## config.mk

```make
export PLATFORM = sky130hd
export DESIGN_NAME = dmem_uart_tx
export DESIGN_NICKNAME = d
export VERILOG_FILES = /design/src/rtl/dmem_uart_tx_pkg.sv /design/src/rtl/dmem_uart_tx_fifo.sv /design/src/rtl/dmem_uart_tx.sv
export SDC_FILE = /design/constraint.sdc
export NUM_CORES = 1
export LEC_CHECK = 0
export ABC_CLOCK_PERIOD_IN_PS = 8500
export CAP_MARGIN = 20
export CORE_ASPECT_RATIO = 0.9
export CORE_MARGIN = 3
export CORE_UTILIZATION = 60
export CTS_CLUSTER_SIZE = 30
export DETAILED_ROUTE_END_ITERATION = 8
export DONT_BUFFER_PORTS = 1
export PLACE_DENSITY_LB_ADDON = 0.25
export SYNTH_ARGS = -nofsm -noshare
export SYNTH_HDL_FRONTEND = slang
export SYNTH_SLANG_ARGS = --single-unit
```

## constraint.sdc

```tcl
create_clock -name clk -period 8.5 [get_ports clk]
set_input_delay 1.275 -clock clk [delete_from_list [all_inputs] [get_ports clk]]
set_output_delay 1.275 -clock clk [all_outputs]
set_load 0.02 [all_outputs]
```

## src/rtl/dmem_uart_tx_pkg.sv

```systemverilog
// Shared constants and types for the memory-mapped UART transmitter:
// register offsets, STATUS/CTRL bit positions and the serializer state enum.
package dmem_uart_tx_pkg;

    localparam logic [1:0] REG_TXDATA   = 2'd0;
    localparam logic [1:0] REG_STATUS   = 2'd1;
    localparam logic [1:0] REG_BAUD_DIV = 2'd2;
    localparam logic [1:0] REG_CTRL     = 2'd3;

    localparam int STAT_BUSY      = 0;
    localparam int STAT_EMPTY     = 1;
    localparam int STAT_FULL      = 2;
    localparam int STAT_OVERFLOW  = 3;
    localparam int STAT_COUNT_LSB = 8;

    localparam int CTRL_ENABLE = 0;
    localparam int CTRL_FLUSH  = 1;

    typedef enum logic [1:0] {
        IDLE,
        START,
        DATA,
        STOP
    } uart_tx_state_t;

endpackage

```

## src/rtl/dmem_uart_tx_fifo.sv

```systemverilog
// Byte FIFO feeding the UART serializer. A push while full only lands if a
// pop frees a slot on the same edge; flush drops every queued entry.
module sync_fifo #(
    parameter int DEPTH = 8,
    parameter int WIDTH = 8
) (
    input  logic                     clk,
    input  logic                     rst_n,
    input  logic                     push,
    input  logic                     pop,
    input  logic                     flush,
    input  logic [WIDTH-1:0]         din,
    output logic [WIDTH-1:0]         dout,
    output logic [$clog2(DEPTH):0]   count,
    output logic                     full,
    output logic                     empty
);
    localparam int AW = $clog2(DEPTH);
    localparam logic [AW:0] FULL_CNT = (AW+1)'(DEPTH);
    localparam logic [AW:0] ONE_CNT  = (AW+1)'(1);

    logic [WIDTH-1:0] mem [DEPTH];
    logic [AW-1:0]    wr_ptr;
    logic [AW-1:0]    rd_ptr;
    logic             do_push;
    logic             do_pop;

    assign empty   = (count == '0);
    assign full    = (count == FULL_CNT);
    assign do_pop  = pop && !empty;
    assign do_push = push && (!full || do_pop);
    assign dout    = mem[rd_ptr];

    always_ff @(posedge clk) begin
        if (do_push) mem[wr_ptr] <= din;
    end

    always_ff @(posedge clk or negedge rst_n) begin
        if (!rst_n) begin
            wr_ptr <= '0;
            rd_ptr <= '0;
            count  <= '0;
        end else if (flush) begin
            wr_ptr <= '0;
            rd_ptr <= '0;
            count  <= '0;
        end else begin
            if (do_push) wr_ptr <= wr_ptr + 1'b1;
            if (do_pop)  rd_ptr <= rd_ptr + 1'b1;
            case ({do_push, do_pop})
                2'b10:   count <= count + ONE_CNT;
                2'b01:   count <= count - ONE_CNT;
                default: count <= count;
            endcase
        end
    end

endmodule

```

## src/rtl/dmem_uart_tx.sv

```systemverilog
// Memory-mapped 8N1 UART transmitter on the data-memory bus. Stores to
// TXDATA queue bytes; the serializer drains them with a latched divisor.
module dmem_uart_tx
    import dmem_uart_tx_pkg::*;
#(
    parameter logic [31:0] BASE_ADDR   = 32'h0001_0000,
    parameter int          FIFO_DEPTH  = 8,
    parameter logic [15:0] DEFAULT_DIV = 16'd4
) (
    input  logic        clk,
    input  logic        rst_n,
    input  logic [31:0] dmem_addr,
    input  logic [31:0] dmem_wdata,
    input  logic        dmem_wen,
    input  logic [3:0]  dmem_wr_mask,
    output logic [31:0] dmem_rdata,
    output logic        tx,
    output logic        irq_empty
);
    localparam int CW = $clog2(FIFO_DEPTH) + 1;

    logic           hit, wr;
    logic [1:0]     sel;
    logic           fifo_push, fifo_pop, fifo_flush, fifo_full, fifo_empty;
    logic [7:0]     fifo_dout;
    logic [CW-1:0]  fifo_count;
    logic           overflow, enable, busy;
    logic [15:0]    baud_div, eff_div;

    uart_tx_state_t state, next_state;
    logic [15:0]    div_cnt, next_cnt, div_lat, next_div;
    logic [2:0]     bit_idx, next_bit;
    logic [7:0]     shreg, next_shreg;
    logic           next_tx, bit_end, start_frame;
    logic           unused_bits;

    assign hit        = (dmem_addr[31:4] == BASE_ADDR[31:4]);
    assign sel        = dmem_addr[3:2];
    assign wr         = hit && dmem_wen;
    assign fifo_push  = wr && (sel == REG_TXDATA) && dmem_wr_mask[0];
    assign fifo_flush = wr && (sel == REG_CTRL) && dmem_wr_mask[0] && dmem_wdata[CTRL_FLUSH];
    assign eff_div    = (baud_div == 16'd0) ? 16'd1 : baud_div;
    assign busy       = (state != IDLE);
    assign bit_end    = (div_cnt == div_lat - 16'd1);
    assign unused_bits = ^{dmem_addr[1:0], dmem_wdata[31:16], dmem_wr_mask[3:2]};

    sync_fifo #(.DEPTH(FIFO_DEPTH), .WIDTH(8)) u_fifo (
        .clk   (clk),
        .rst_n (rst_n),
        .push  (fifo_push),
        .pop   (fifo_pop),
        .flush (fifo_flush),
        .din   (dmem_wdata[7:0]),
        .dout  (fifo_dout),
        .count (fifo_count),
        .full  (fifo_full),
        .empty (fifo_empty)
    );

    // A push that coincides with a pop on a full FIFO still lands, so no overflow.
    always_ff @(posedge clk or negedge rst_n) begin
        if (!rst_n) begin
            overflow <= 1'b0;
            baud_div <= DEFAULT_DIV;
            enable   <= 1'b1;
        end else begin
            if (fifo_push && fifo_full && !fifo_pop)
                overflow <= 1'b1;
            else if (wr && sel == REG_STATUS && dmem_wr_mask[0] && dmem_wdata[STAT_OVERFLOW])
                overflow <= 1'b0;
            if (wr && sel == REG_BAUD_DIV) begin
                if (dmem_wr_mask[0]) baud_div[7:0]  <= dmem_wdata[7:0];
                if (dmem_wr_mask[1]) baud_div[15:8] <= dmem_wdata[15:8];
            end
            if (wr && sel == REG_CTRL && dmem_wr_mask[0])
                enable <= dmem_wdata[CTRL_ENABLE];
        end
    end

    always_comb begin
        dmem_rdata = '0;
        if (hit) begin
            case (sel)
                REG_STATUS: begin
                    dmem_rdata[STAT_BUSY]     = busy;
                    dmem_rdata[STAT_EMPTY]    = fifo_empty;
                    dmem_rdata[STAT_FULL]     = fifo_full;
                    dmem_rdata[STAT_OVERFLOW] = overflow;
                    dmem_rdata[STAT_COUNT_LSB +: 8] = 8'(fifo_count);
                end
                REG_BAUD_DIV: dmem_rdata[15:0] = baud_div;
                REG_CTRL:     dmem_rdata[CTRL_ENABLE] = enable;
                default:      dmem_rdata = '0;
            endcase
        end
    end

    always_ff @(posedge clk or negedge rst_n) begin
        if (!rst_n) begin
            state     <= IDLE;
            div_cnt   <= '0;
            div_lat   <= 16'd1;
            bit_idx   <= '0;
            shreg     <= '0;
            tx        <= 1'b1;
            irq_empty <= 1'b1;
        end else begin
            state     <= next_state;
            div_cnt   <= next_cnt;
            div_lat   <= next_div;
            bit_idx   <= next_bit;
            shreg     <= next_shreg;
            tx        <= next_tx;
            irq_empty <= fifo_empty && (state == IDLE);
        end
    end

    // Next tx is decided here so the line changes on the same edge as the state.
    always_comb begin
        next_state  = state;
        next_cnt    = div_cnt;
        next_div    = div_lat;
        next_bit    = bit_idx;
        next_shreg  = shreg;
        next_tx     = tx;
        start_frame = 1'b0;
        fifo_pop    = 1'b0;
        case (state)
            IDLE: begin
                next_tx = 1'b1;
                if (enable && !fifo_empty) start_frame = 1'b1;
            end
            START: begin
                if (bit_end) begin
                    next_state = DATA;
                    next_cnt   = '0;
                    next_bit   = '0;
                    next_tx    = shreg[0];
                end else begin
                    next_cnt = div_cnt + 16'd1;
                end
            end
            DATA: begin
                if (bit_end) begin
                    next_cnt = '0;
                    if (bit_idx == 3'd7) begin
                        next_state = STOP;
                        next_tx    = 1'b1;
                    end else begin
                        next_bit   = bit_idx + 3'd1;
                        next_shreg = {1'b0, shreg[7:1]};
                        next_tx    = shreg[1];
                    end
                end else begin
                    next_cnt = div_cnt + 16'd1;
                end
            end
            STOP: begin
                if (bit_end) begin
                    next_state = IDLE;
                    next_tx    = 1'b1;
                    if (enable && !fifo_empty) start_frame = 1'b1;
                end else begin
                    next_cnt = div_cnt + 16'd1;
                end
            end
            default: next_state = IDLE;
        endcase
        if (start_frame) begin
            fifo_pop   = 1'b1;
            next_shreg = fifo_dout;
            next_div   = eff_div;
            next_cnt   = '0;
            next_state = START;
            next_tx    = 1'b0;
        end
    end

endmodule

```

==> metrics.md, run 1 <==
| Metric | Value |
|---|---|
| Status | complete, no violations |
| CP Cell Sequence | inv_1 > ha_1 > xor2_1 > o211ai_1 > nor4b_1 > o2111ai_1 > a2111oi_4 > a21o_4 > nand2_4 > nor2_1 > ha_1 > a21o_1 > a21oi_1 > nand2_1 > nor3_1 > o31ai_1 > a21oi_1 |
| Worst stage delay on the critical path | between 600 and 700 ps |
| Bufs on Longest Clock Path | 2 |
| Synthesized area per cell | 11.79 um^2 |
| Initial Util | 62.51% |
| CTS tree | yes |
| Area Overhead vs Synth | 7.717% |
| DR pass1 iterations | 5 |
| Layout cells sized above 1 | 15.97% |
| Unique masters post-synth | 76 |
| Tmin final | 4825 ps |
| WP data required | between 8000 and 9000 ps |
| CTS resizes | 0 |
| Multi-input logic area | 0.003187 mm^2 |
| Worst Tran Pin Value | 915.6 ps |
| Buf+Inv Stages, Crit Path | 1 |
| Final-layout fill cell count | 836 |
| CTS Sinks | 139 |
| Routed len/inst | 20.54 um |
| Sum Neg Setup Slack | 0 ps |
| Top-Level Pins | 105 |
| CP startpoint | div_lat[0] |
| NumNets Final | roughly 700 |
| RSZ-0062 raised after global routing | no |
| CP endpoint kind | register |
| Critical path's top delay family | compound AO/OA/AOI/OAI gates |
| CTS buffer count | 17 |
| EDFF count, synth | 64 |
| Mapped cell area | 0.007263 mm^2 |
| Final setup violation count | 0 |
| GR Overflow Total | 0 |
| Pre-CTS WS | 3765 ps |
| Slowest cell on crit path | a2111oi_4 |
| Clk_lat worst skew | 420 ps |
| Async SR Flop Fraction | between 50 and 60% |
| Chip height | roughly 110 um |
| Finished Layout Cells | 782 |
| Worst-path fanout max | 37 |
| Synth Flop Type | dfrtp_1 |
| Clock slew seen by the registers of the worst setup and hold paths | about 60 ps |
| Die X | roughly 120 um |
| Fmax | 207.2 MHz |
| Clock skew | between 8 and 9 ps |
| Max rail drop VDD | 0.0001646 V |
| Final worst slack | roughly 3700 ps |
| CORE AREA | ~0.012 mm^2 |
| Worst hold path stage count | 2 |
| Site Rows | 37 |
| DRC errors left | 0 |
| GPL Wtd Cong | 0.8500 |
| Hpwl dp | 11040 um |
| Power Dens Cells | 176.1 mW/mm^2 |
| Detailed-route vias per instance | 6.407 |
| Final WL | 16060 um |
| Post-route antenna net violation count | 0 |
| Placed Cells | 749 |
| Antenna cell count | 0 |
| Data arrival time of the worst path | 5170 ps |
| Area of the die | 0.01346 mm^2 |
| Worst R2R Start | div_lat[0] |
| Final worst-path cycle share | 56.77% |
| CP Depth | 17 |
| Yosys Warn Count | 0 |
| Post-CTS Hold Fix Bufs | 0 |
| Cells after Synth | 616 |
| Register area | 0.003805 mm^2 |
| H-tree depth | 4 |
| Total track usage | 25.65% |
| Root Driver | clkbuf_16 |
| Hold Path Class | register to register |
| Number of global-route vias before repair | between 4000 and 5000 |
| Setup Fix Bufs, Post-CTS | 0 |
| Critical Setup Path Class | register to register |
| Initial antenna violation count | 0 |
| Fin. max-slew vios | 0 |
| P_leak | 3.337 nW |
| #FFs+latches synth | 139 |
| Sequential fraction of the synthesis area | 52.39% |
| Worst hold start | overflow |
| Vias | 5010 |
| Drt first-iter violations | 472 |
| Slew headroom | 38.40% |
| First-pass GRT wire length | 25970 um |
| Final hold vios | 0 |
| Worst R2R Path Depth | 17 |
| Largest net degree at the start of global routing | 76 |
| Max-cap violations | 0 |
| CP Launch Type | register |
| Number of I/O port buffers | 0 |
| Util after Layout | 67.33% |
routing by layer:
metal | wire length [um] | part of all wire [%] | track usage, %
met1 | 6870 | 43 | 34.72
met2 | 7795 | 49 | 41.84
met3 | 1156 | 7.2 | 6.122
met4 | 237 | 1.5 | 7.600
met5 | 0 | 0 | 0
flip-flops by register name (all words and copies together), names as in the netlist, 2 cells and up:
| register | flops |
|---|---|
| bit_idx | 3 |
| shreg | 8 |
| u_fifo.wr_ptr | 3 |
| u_fifo.rd_ptr | 3 |
| u_fifo.mem | 64 |
| div_cnt | 16 |
| div_lat | 16 |
| baud_div | 16 |
| u_fifo.count | 4 |
| state | 2 |
worst paths after layout:
kind                              endpoint  slack (ps)
max in group asynchronous        irq_empty        7730
max                        u_fifo.count[3]        3670
min                               overflow         490
min in group asynchronous         shreg[6]         550
min reg2reg                       overflow         490
max reg2reg                u_fifo.count[3]        3670
synthesized netlist by cell type, types with 16 or more instances:
library cell | n | share of area [%]
ha_1 | 18 | 3.1
clkbuf_1 | 17 | 0.88
edfxtp_1 | 64 | 26
o21ai_0 | 20 | 1.4
nand3_1 | 17 | 1.2
nor2_1 | 29 | 1.5
dfrtp_1 | 70 | 24
nand2_1 | 73 | 3.8
and3_1 | 20 | 1.7
mux2_2 | 18 | 2.8
mux4_2 | 16 | 5.0
buf_4 | 20 | 2.1
a21oi_1 | 17 | 1.2
nor4_1 | 16 | 1.4
cells in the final DEF, fill, tap and decap left out, drive strengths merged, types with 9 or more instances in the layout:
master   n
nand2   74
dfrtp   70
edfxtp  64
nor2    29
o21ai   23
and3    22
a21oi   19
mux2    18
ha      18
nand3   18
nor4    18
clkbuf  17
mux4    16
conb    16
inv     15
mux2i   14
nor2b   11
xor2    11
clkinv  11
xnor2   10
a22oi   10
nor3    10
a211oi  10
buf      9
area by class of cell:
cell class                      count  share of cell area, %
Clock buffer                       17                  5.437
Clock inverter                     15                  1.071
Inverter                           14                 0.6717
Multi-Input combinational cell    432                  40.73
Sequential cell                   139                  48.63
Tap cell                          156                  2.495
Timing Repair Buffer                9                 0.9595
worst min-delay path: cells and delay by family, from the launching register on:
| family | cells | cell delay, ps |
|---|---|---|
| flops | 1 | 340 |
| compound gates | 1 | 60 |
| simple gates | 1 | 50 |
per-stage QoR:
| step | hold WS (ps) | cell area, um^2 | total power [mW] |
|---|---|---|---|
| finish | 492.3 | 7824 | 1.378 |
| global route | 530.9 | 7824 | 1.420 |
| CTS | 496.0 | 7809 | 1.385 |
| detailed placement | 485.5 | 7300 | 0.7521 |
| global placement | 464.3 | 7300 | 0.7512 |
| floorplan | 449.2 | 7320 | 0.7521 |
cell families (layout without fill, tap and decap cells):
kind of cell	after synthesis	after routing	share of synthesized area, %
buffers and inverters	60	55	4.617
AND/OR/NAND/NOR	221	221	16.54
AO/OA/AOI/OAI	107	107	10.82
other	1	16	0.05163
flip-flops	139	139	52.39
multiplexers	48	48	9.681
XOR/XNOR	21	21	2.532
adder cells (fa/ha/maj)	19	19	3.376
power breakdown:
group          switching [mW]  internal, mW
Clock                   0.274         0.365
Combinational          0.0226       0.00890
Sequential            0.00191         0.706
(Power assumes the default switching activity.)
==> run 2, diff against run 1 <==
--- a/config.mk
+++ b/config.mk
@@ -5,7 +5,8 @@
 export SDC_FILE = /design/constraint.sdc
 export NUM_CORES = 1
 export LEC_CHECK = 0
-export ABC_CLOCK_PERIOD_IN_PS = 8500
+export ABC_AREA = 1
+export ABC_CLOCK_PERIOD_IN_PS = 5000
 export CAP_MARGIN = 20
 export CORE_ASPECT_RATIO = 0.9
 export CORE_MARGIN = 3
==> constraint.sdc (replaced) <==
create_clock -name clk -period 5 [get_ports clk]
set_input_delay 0.75 -clock clk [delete_from_list [all_inputs] [get_ports clk]]
set_output_delay 0.75 -clock clk [all_outputs]
set_load 0.02 [all_outputs]
==> run 2 against run 1 <==
Effect of this change:
- wire length grew 3.0%
- design area up 2.6%
- non-clock buffer count shrank 7
- maximum frequency grew 25%
- total power is 74% higher
- sequential power rose by 69%
- sequential share of layout area is 1.2 points lower
- combinational power decreased by 38%
- clock power rose by 85%
- highest routed layer unchanged
==> metrics.md, run 2 <==
| Metric | Value |
|---|---|
| Status | complete, no violations |
| Clk_lat worst skew | 420 ps |
| Hpwl dp | approximately 12000 um |
| GPL Wtd Cong | 0.8840 |
| Hold Slack | between 20 and 25 ps |
| Yosys Warn Count | 0 |
| Commonest cells in the netlist | nand2_1 (152), nor2_1 (98), inv_1 (81), dfrtp_1 (70), edfxtp_1 (64) |
| CP Cell Sequence | inv_2 > ha_1 > nand2_1 > nand2_1 > nand2_1 > nand2_1 > nor2_1 > nand2_1 > nor2_1 > nand2_1 > nor2_4 > nand3_4 > nand2_4 > nand2_4 > a21oi_2 > nand2_1 > nor2_1 |
| Clock slew seen by the registers of the worst setup and hold paths | 60 ps |
| Async SR Flop Fraction | 53.96% |
| Bufs on Longest Clock Path | 2 |
| Initial antenna violation count | 0 |
| CP Launch Type | register |
| Root Driver | clkbuf_16 |
| Main area contributors after synthesis | edfxtp_1 (26%), dfrtp_1 (24%), nand2_1 (7.7%) |
| Antenna cell count | 0 |
| GR Overflow Total | 0 |
| Power Dens Cells | ~300 mW/mm^2 |
| Worst R2R Path Depth | 17 |
| First-pass GRT wire length | around 28000 um |
| WP data required | 5040 ps |
| Fmax | 259.3 MHz |
| Setup Fix Bufs, Post-CTS | 0 |
| Most common cell after layout, fill and taps aside | nand2_1 |
| Most frequent cell after synthesis | nand2_1 |
| CTS Sinks | between 100 and 150 |
| Multi-input logic area | 0.003134 mm^2 |
| Worst stage delay on the critical path | roughly 640 ps |
| Final-layout fill cell count | approximately 900 |
| Sum Neg Setup Slack | 0 ps |
| Vias | 5588 |
| Worst R2R Setup Slack | between 1000 and 1500 ps |
| Final WL | 16550 um |
| Chip height | around 110 um |
| Final setup violation count | 0 |
| CP Depth | 17 |
| Synth area leader | edfxtp_1 |
| Post-route antenna net violation count | 0 |
| Synthesized area per cell | 9.176 um^2 |
| Critical path's top delay family | simple AND/OR/NAND/NOR gates |
| Fin. max-slew vios | 0 |
| RSZ-0062 raised after global routing | no |
| Final hold vios | 0 |
| Hold Path Class | input port to async pin |
| Post-CTS Hold Fix Bufs | 0 |
| Critical Setup Path Class | register to register |
| Slowest cell on crit path | nor2_1 |
| Initial Util | a little over three fifths |
| Clock skew | 9.029 ps |
| Largest register by flop count | u_fifo.mem |
| Site Rows | 37 |
| CP endpoint kind | register |
| Top-Level Pins | 105 |
| Number of global-route vias before repair | around 5600 |
| Final worst-path cycle share | 77.13% |
| Unique masters post-synth | 52 |
| CP most frequent cell | nand2_1 |
| Drt first-iter violations | 649 |
| Util after Layout | 68.26% |
| Total power | ~2.4 mW |
| Register area | 0.003805 mm^2 |
| Finished Layout Cells | 978 |
| Detailed-route vias per instance | approximately 5.7 |
| Worst Tran Pin Value | 943.3 ps |
| CTS buffer count | 17 |
| Routed len/inst | 16.92 um |
| Total track usage | 25.78% |
| Largest register FFs | 64 |
| Area of the die | roughly 0.014 mm^2 |
| Number of I/O port buffers | 0 |
| Placed Cells | 947 |
| Synth Flop Type | dfrtp_1 |
| NumNets Final | 900 |
| H-tree depth | 4 |
| Max rail drop VDD | 0.0002851 V |
| DR pass1 iterations | 5 |
| Area Overhead vs Synth | 7.851% |
| Die X | between 100 and 150 um |
| CTS resizes | 0 |
| Largest net degree at the start of global routing | between 70 and 80 |
| Mapped cell area | 0.007442 mm^2 |
| CTS tree | yes |
| Data arrival time of the worst path | 3900 ps |
| Sequential fraction of the synthesis area | 51.13% |
| Buf+Inv Stages, Crit Path | 1 |
| EDFF count, synth | 64 |
| Top cell type's share of synthesized area | 25.82% |
| Cells after Synth | 811 |
| Slew headroom | 37.04% |
| P_leak | 3.486 nW |
| Max-cap violations | 0 |
| DRC errors left | 0 |
| Tmin final | 3857 ps |
| Layout cells sized above 1 | approximately 11% |
| Most frequent cells in the layout | nand2_1 (152), nor2_1 (98), inv_1 (81) |
| #FFs+latches synth | roughly 140 |
| CORE AREA | 0.01176 mm^2 |
| Worst-path fanout max | 49 |
## run 2: cell families after synthesis
kind of cell    count (synthesis)  share of synthesized area [%]
simple gates                  355                          21.86
flops                         139                          51.13
compound gates                132                          10.74
buf+inv                       124                          7.515
xor+xnor                       26                          3.161
fa+ha+maj                      19                          3.295
mux                            15                          2.253
other cells                     1                        0.05039
## run 2: worst paths after layout
path | start | to
setup / recovery | div_lat[0] | u_fifo.mem[7][6]
setup reg to reg | div_lat[0] | u_fifo.mem[7][6]
max in group asynchronous | rst_n | baud_div[2]
min in group clk | dmem_wdata[4] | u_fifo.mem[3][4]
hold / removal | rst_n | div_cnt[14]
hold reg to reg | enable | enable
## run 2: metal layers
metal | GRT usage (%) | wire length (um) | share of wire [%] | vias to the layer above
met5 | 0 | 0 | 0 | -
met4 | 6.421 | 117 | 0.71 | 0
met3 | 6.044 | 1288 | 7.8 | 7
met2 | 41.41 | 7959 | 48 | 227
met1 | 35.59 | 7181 | 43 | 2664
li1 | - | - | - | 2690
## run 2: worst reg2reg max path, cell delays in order, from the launching register on
cell and delay [ps]:
dfstp_2 580, inv_2 80, ha_1 250, nand2_1 180, nand2_1 70, nand2_1 60
nand2_1 50, nor2_1 160, nand2_1 70, nor2_1 80, nand2_1 100, nor2_4 150
nand3_4 120, nand2_4 100, nand2_4 310, a21oi_2 320, nand2_1 160, nor2_1 650
## run 2: area by class of cell
type | count | area share [%]
timing repair buffer | 2 | 0.1871
clock buffer | 20 | 5.440
tap | 156 | 2.432
inverter | 87 | 4.069
sequential | 139 | 47.40
multi-input combinational | 563 | 39.05
clock inverter | 11 | 1.419
## run 2: through the flow
step | setup WS [ps] | cell area [um^2]
2_1_floorplan | 2007 | 7498
3_3_place_gp | 1217 | 7476
3_5_place_dp | 1167 | 7476
4_1_cts | 1149 | 8026
5_1_grt | 777.0 | 8026
6_report | 1143 | 8026
## run 2: where the power goes
| group | total [mW] | internal [mW] | switching, mW |
|---|---|---|---|
| registers | 1.20 | 1.20 | 0.00000000506 |
| clock network | 1.18 | 0.690 | 0.487 |
| logic | 0.0196 | 0.00347 | 0.0161 |
==> run 3, diff against run 2 <==
--- a/config.mk
+++ b/config.mk
@@ -6,7 +6,7 @@
 export NUM_CORES = 1
 export LEC_CHECK = 0
 export ABC_AREA = 1
-export ABC_CLOCK_PERIOD_IN_PS = 5000
+export ABC_CLOCK_PERIOD_IN_PS = 4000
 export CAP_MARGIN = 20
 export CORE_ASPECT_RATIO = 0.9
 export CORE_MARGIN = 3
==> constraint.sdc (replaced) <==
create_clock -name clk -period 4 [get_ports clk]
set_input_delay 0.6 -clock clk [delete_from_list [all_inputs] [get_ports clk]]
set_output_delay 0.6 -clock clk [all_outputs]
set_load 0.02 [all_outputs]
==> run 3 against run 2 <==
Effect of this change:
- first-iteration DRC count fell by 14%
- non-clock buffer count grew 11
- largest power group is now clock
- wire length is 2.1% higher
- clock-buffer cell count fell by 3
- utilization rose by 1.3 points
- final cell count rose by 1.2%
- critical path type unchanged
- hold slack gained 10 ps
- maximum frequency grew 9.9%
==> metrics.md, run 3 (same netlist as run 2, synthesis figures left out) <==
| Metric | Value |
|---|---|
| Status | complete, no violations |
| Chip height | around 110 um |
| RSZ-0062 raised after global routing | no |
| Final WL | 16890 um |
| Clk_lat worst skew | around 430 ps |
| CP Launch Type | register |
| Sum Neg Setup Slack | 0 ps |
| Placed Cells | 956 |
| Hold Slack | slightly above 30 ps |
| Layout cells sized above 1 | 12.47% |
| Final hold vios | 0 |
| CTS tree | yes |
| Clock skew | 9.272 ps |
| Power Dens Cells | 384.8 mW/mm^2 |
| Clock slew seen by the registers of the worst setup and hold paths | 60 ps |
| Max rail drop VDD | 0.0004954 V |
| Hpwl dp | 11900 um |
| Vias | 5709 |
| Largest register FFs | between 60 and 70 |
| Critical Setup Path Class | register to register |
| CORE AREA | between 0.01 and 0.015 mm^2 |
| DR pass1 iterations | 6 |
| Worst R2R Start | div_lat[0] |
| NumNets Final | 911 |
| Worst-path fanout max | 5 |
| Die X | 123.4 um |
| Slowest cell on crit path | dfstp_2 |
| Final worst-path cycle share | between 80% and 90% |
| Root Driver | clkbuf_16 |
| Area after DPL | 0.007543 mm^2 |
| CTS Sinks | 139 |
| Hold Path Class | input port to async pin |
| CP most frequent cell | nand2_1 |
| WP data required | between 4000 and 5000 ps |
| Post-route antenna net violation count | 0 |
| Final instance area | 0.008184 mm^2 |
| Detailed-route vias per instance | around 5.8 |
| CP startpoint | div_lat[0] |
| Worst R2R Setup Slack | 490 ps |
| Area Overhead vs Synth | 9.970% |
| DRC errors left | 0 |
| P_leak | 3.582 nW |
| H-tree depth | 4 |
| Initial Util | 63.29% |
| Worst stage delay on the critical path | between 500 and 600 ps |
| CTS buffer count | 17 |
| Most frequent cells in the layout | nand2_1 (152), nor2_1 (98), inv_1 (81) |
| Routed len/inst | about 17 um |
| Area of the die | 0.01378 mm^2 |
| Most common cell after layout, fill and taps aside | nand2_1 |
| Worst R2R Path Depth | 24 |
| GR Overflow Total | 0 |
| Antenna cell count | 0 |
| Total track usage | 25.71% |
| Number of I/O port buffers | 0 |
| Site Rows | 37 |
| Total power | 3.149 mW |
| CP Cell Sequence | inv_2 > ha_1 > nand2_1 > nand2_1 > nand2_1 > nand2_1 > nor2_1 > nand2_1 > nor2_1 > nand2_1 > nor2_4 > nand3_4 > nand2_4 > nand3_1 > inv_1 > ha_1 > a21oi_1 > nand2_1 > xor2_1 > inv_1 > nand4_1 > nand2_1 > nand3_1 > nand2_1 |
| GPL Wtd Cong | 0.8642 |
| Data arrival time of the worst path | 3820 ps |
| Max-cap violations | 0 |
| Number of global-route vias before repair | 5471 |
| Final setup violation count | 0 |
| Worst Tran Pin Value | a little over 900 ps |
| RR Endpoint | u_fifo.count[3] |
| Fin. max-slew vios | 0 |
| Slew headroom | 37.76% |
| Drt first-iter violations | 557 |
| Tmin final | about 3500 ps |
| Top-Level Pins | 105 |
| Largest register by flop count | u_fifo.mem |
| Fmax | 285.0 MHz |
| First-pass GRT wire length | 27390 um |
| Largest net degree at the start of global routing | 72 |
| Finished Layout Cells | 990 |
| CTS resizes | 0 |
| Initial antenna violation count | 0 |
| CP endpoint kind | register |
| Bufs on Longest Clock Path | 2 |
[run 3: cell count changes in the layout (fill, tap and decap cells not counted), sizes merged]
cell	change
clkinvlp	-1
clkbuf	-3
inv	+4
dlygate4sd3	+1
bufinv	+1
buf	+10
[run 3: per-stage QoR]
step	setup WS, ps	util, %
2_1_floorplan	1007	-
3_3_place_gp	719.4	64.15
3_5_place_dp	604.9	64.15
4_1_cts	519.9	69.60
5_1_grt	189.2	69.60
6_report	491.1	69.60
[run 3: worst max-delay path by stage]
stage | endpoint | slack (ps) | cells past startpoint
final | u_fifo.count[3] | 490 | 24
after global routing | u_fifo.count[3] | 190 | 24
after CTS | u_fifo.count[3] | 520 | 24
after detailed placement | u_fifo.count[3] | 600 | 24
after global placement | u_fifo.count[3] | 720 | 24
after floorplan | u_fifo.count[3] | 1010 | 24
[run 3: power breakdown]
group          internal, mW  switching (mW)
sequential             1.50   0.00000000622
combinational       0.00781          0.0348
clock                 0.941           0.669
[run 3: cell type report]
cell class	count	area [um^2]
Sequential cell	139	3805
Timing Repair Buffer	13	120.1
Multi-Input combinational cell	563	3134
Inverter	87	326.6
Tap cell	156	195.2
Clock inverter	15	177.7
Fill cell	892	3575
Clock buffer	17	425.4
[run 3: timing repair]
| action | 4_1_cts | 5_1_grt |
|---|---|---|
| hold buffers | 2 | 0 |
| hold endpoints to repair | 71 | 0 |
| buffers inserted | 0 | 0 |
[run 3: critical path: cells and delay by family, from the launching register on]
kind	cells	cell delay, ps
and+or+nand+nor	17	1620
DFF	1	590
adders and majority gates	2	550
buffers and inverters	3	310
xor gates and xnor gates	1	200
AOI/OAI and AO/OA	1	150
[run 3: metal layers]
metal	global-route usage, %	routed length [um]	share of wire [%]
met1	36.84	7450	44
met2	39.09	7930	47
met3	6.145	1224	7.2
met4	7.749	280	1.7
met5	0	0	0
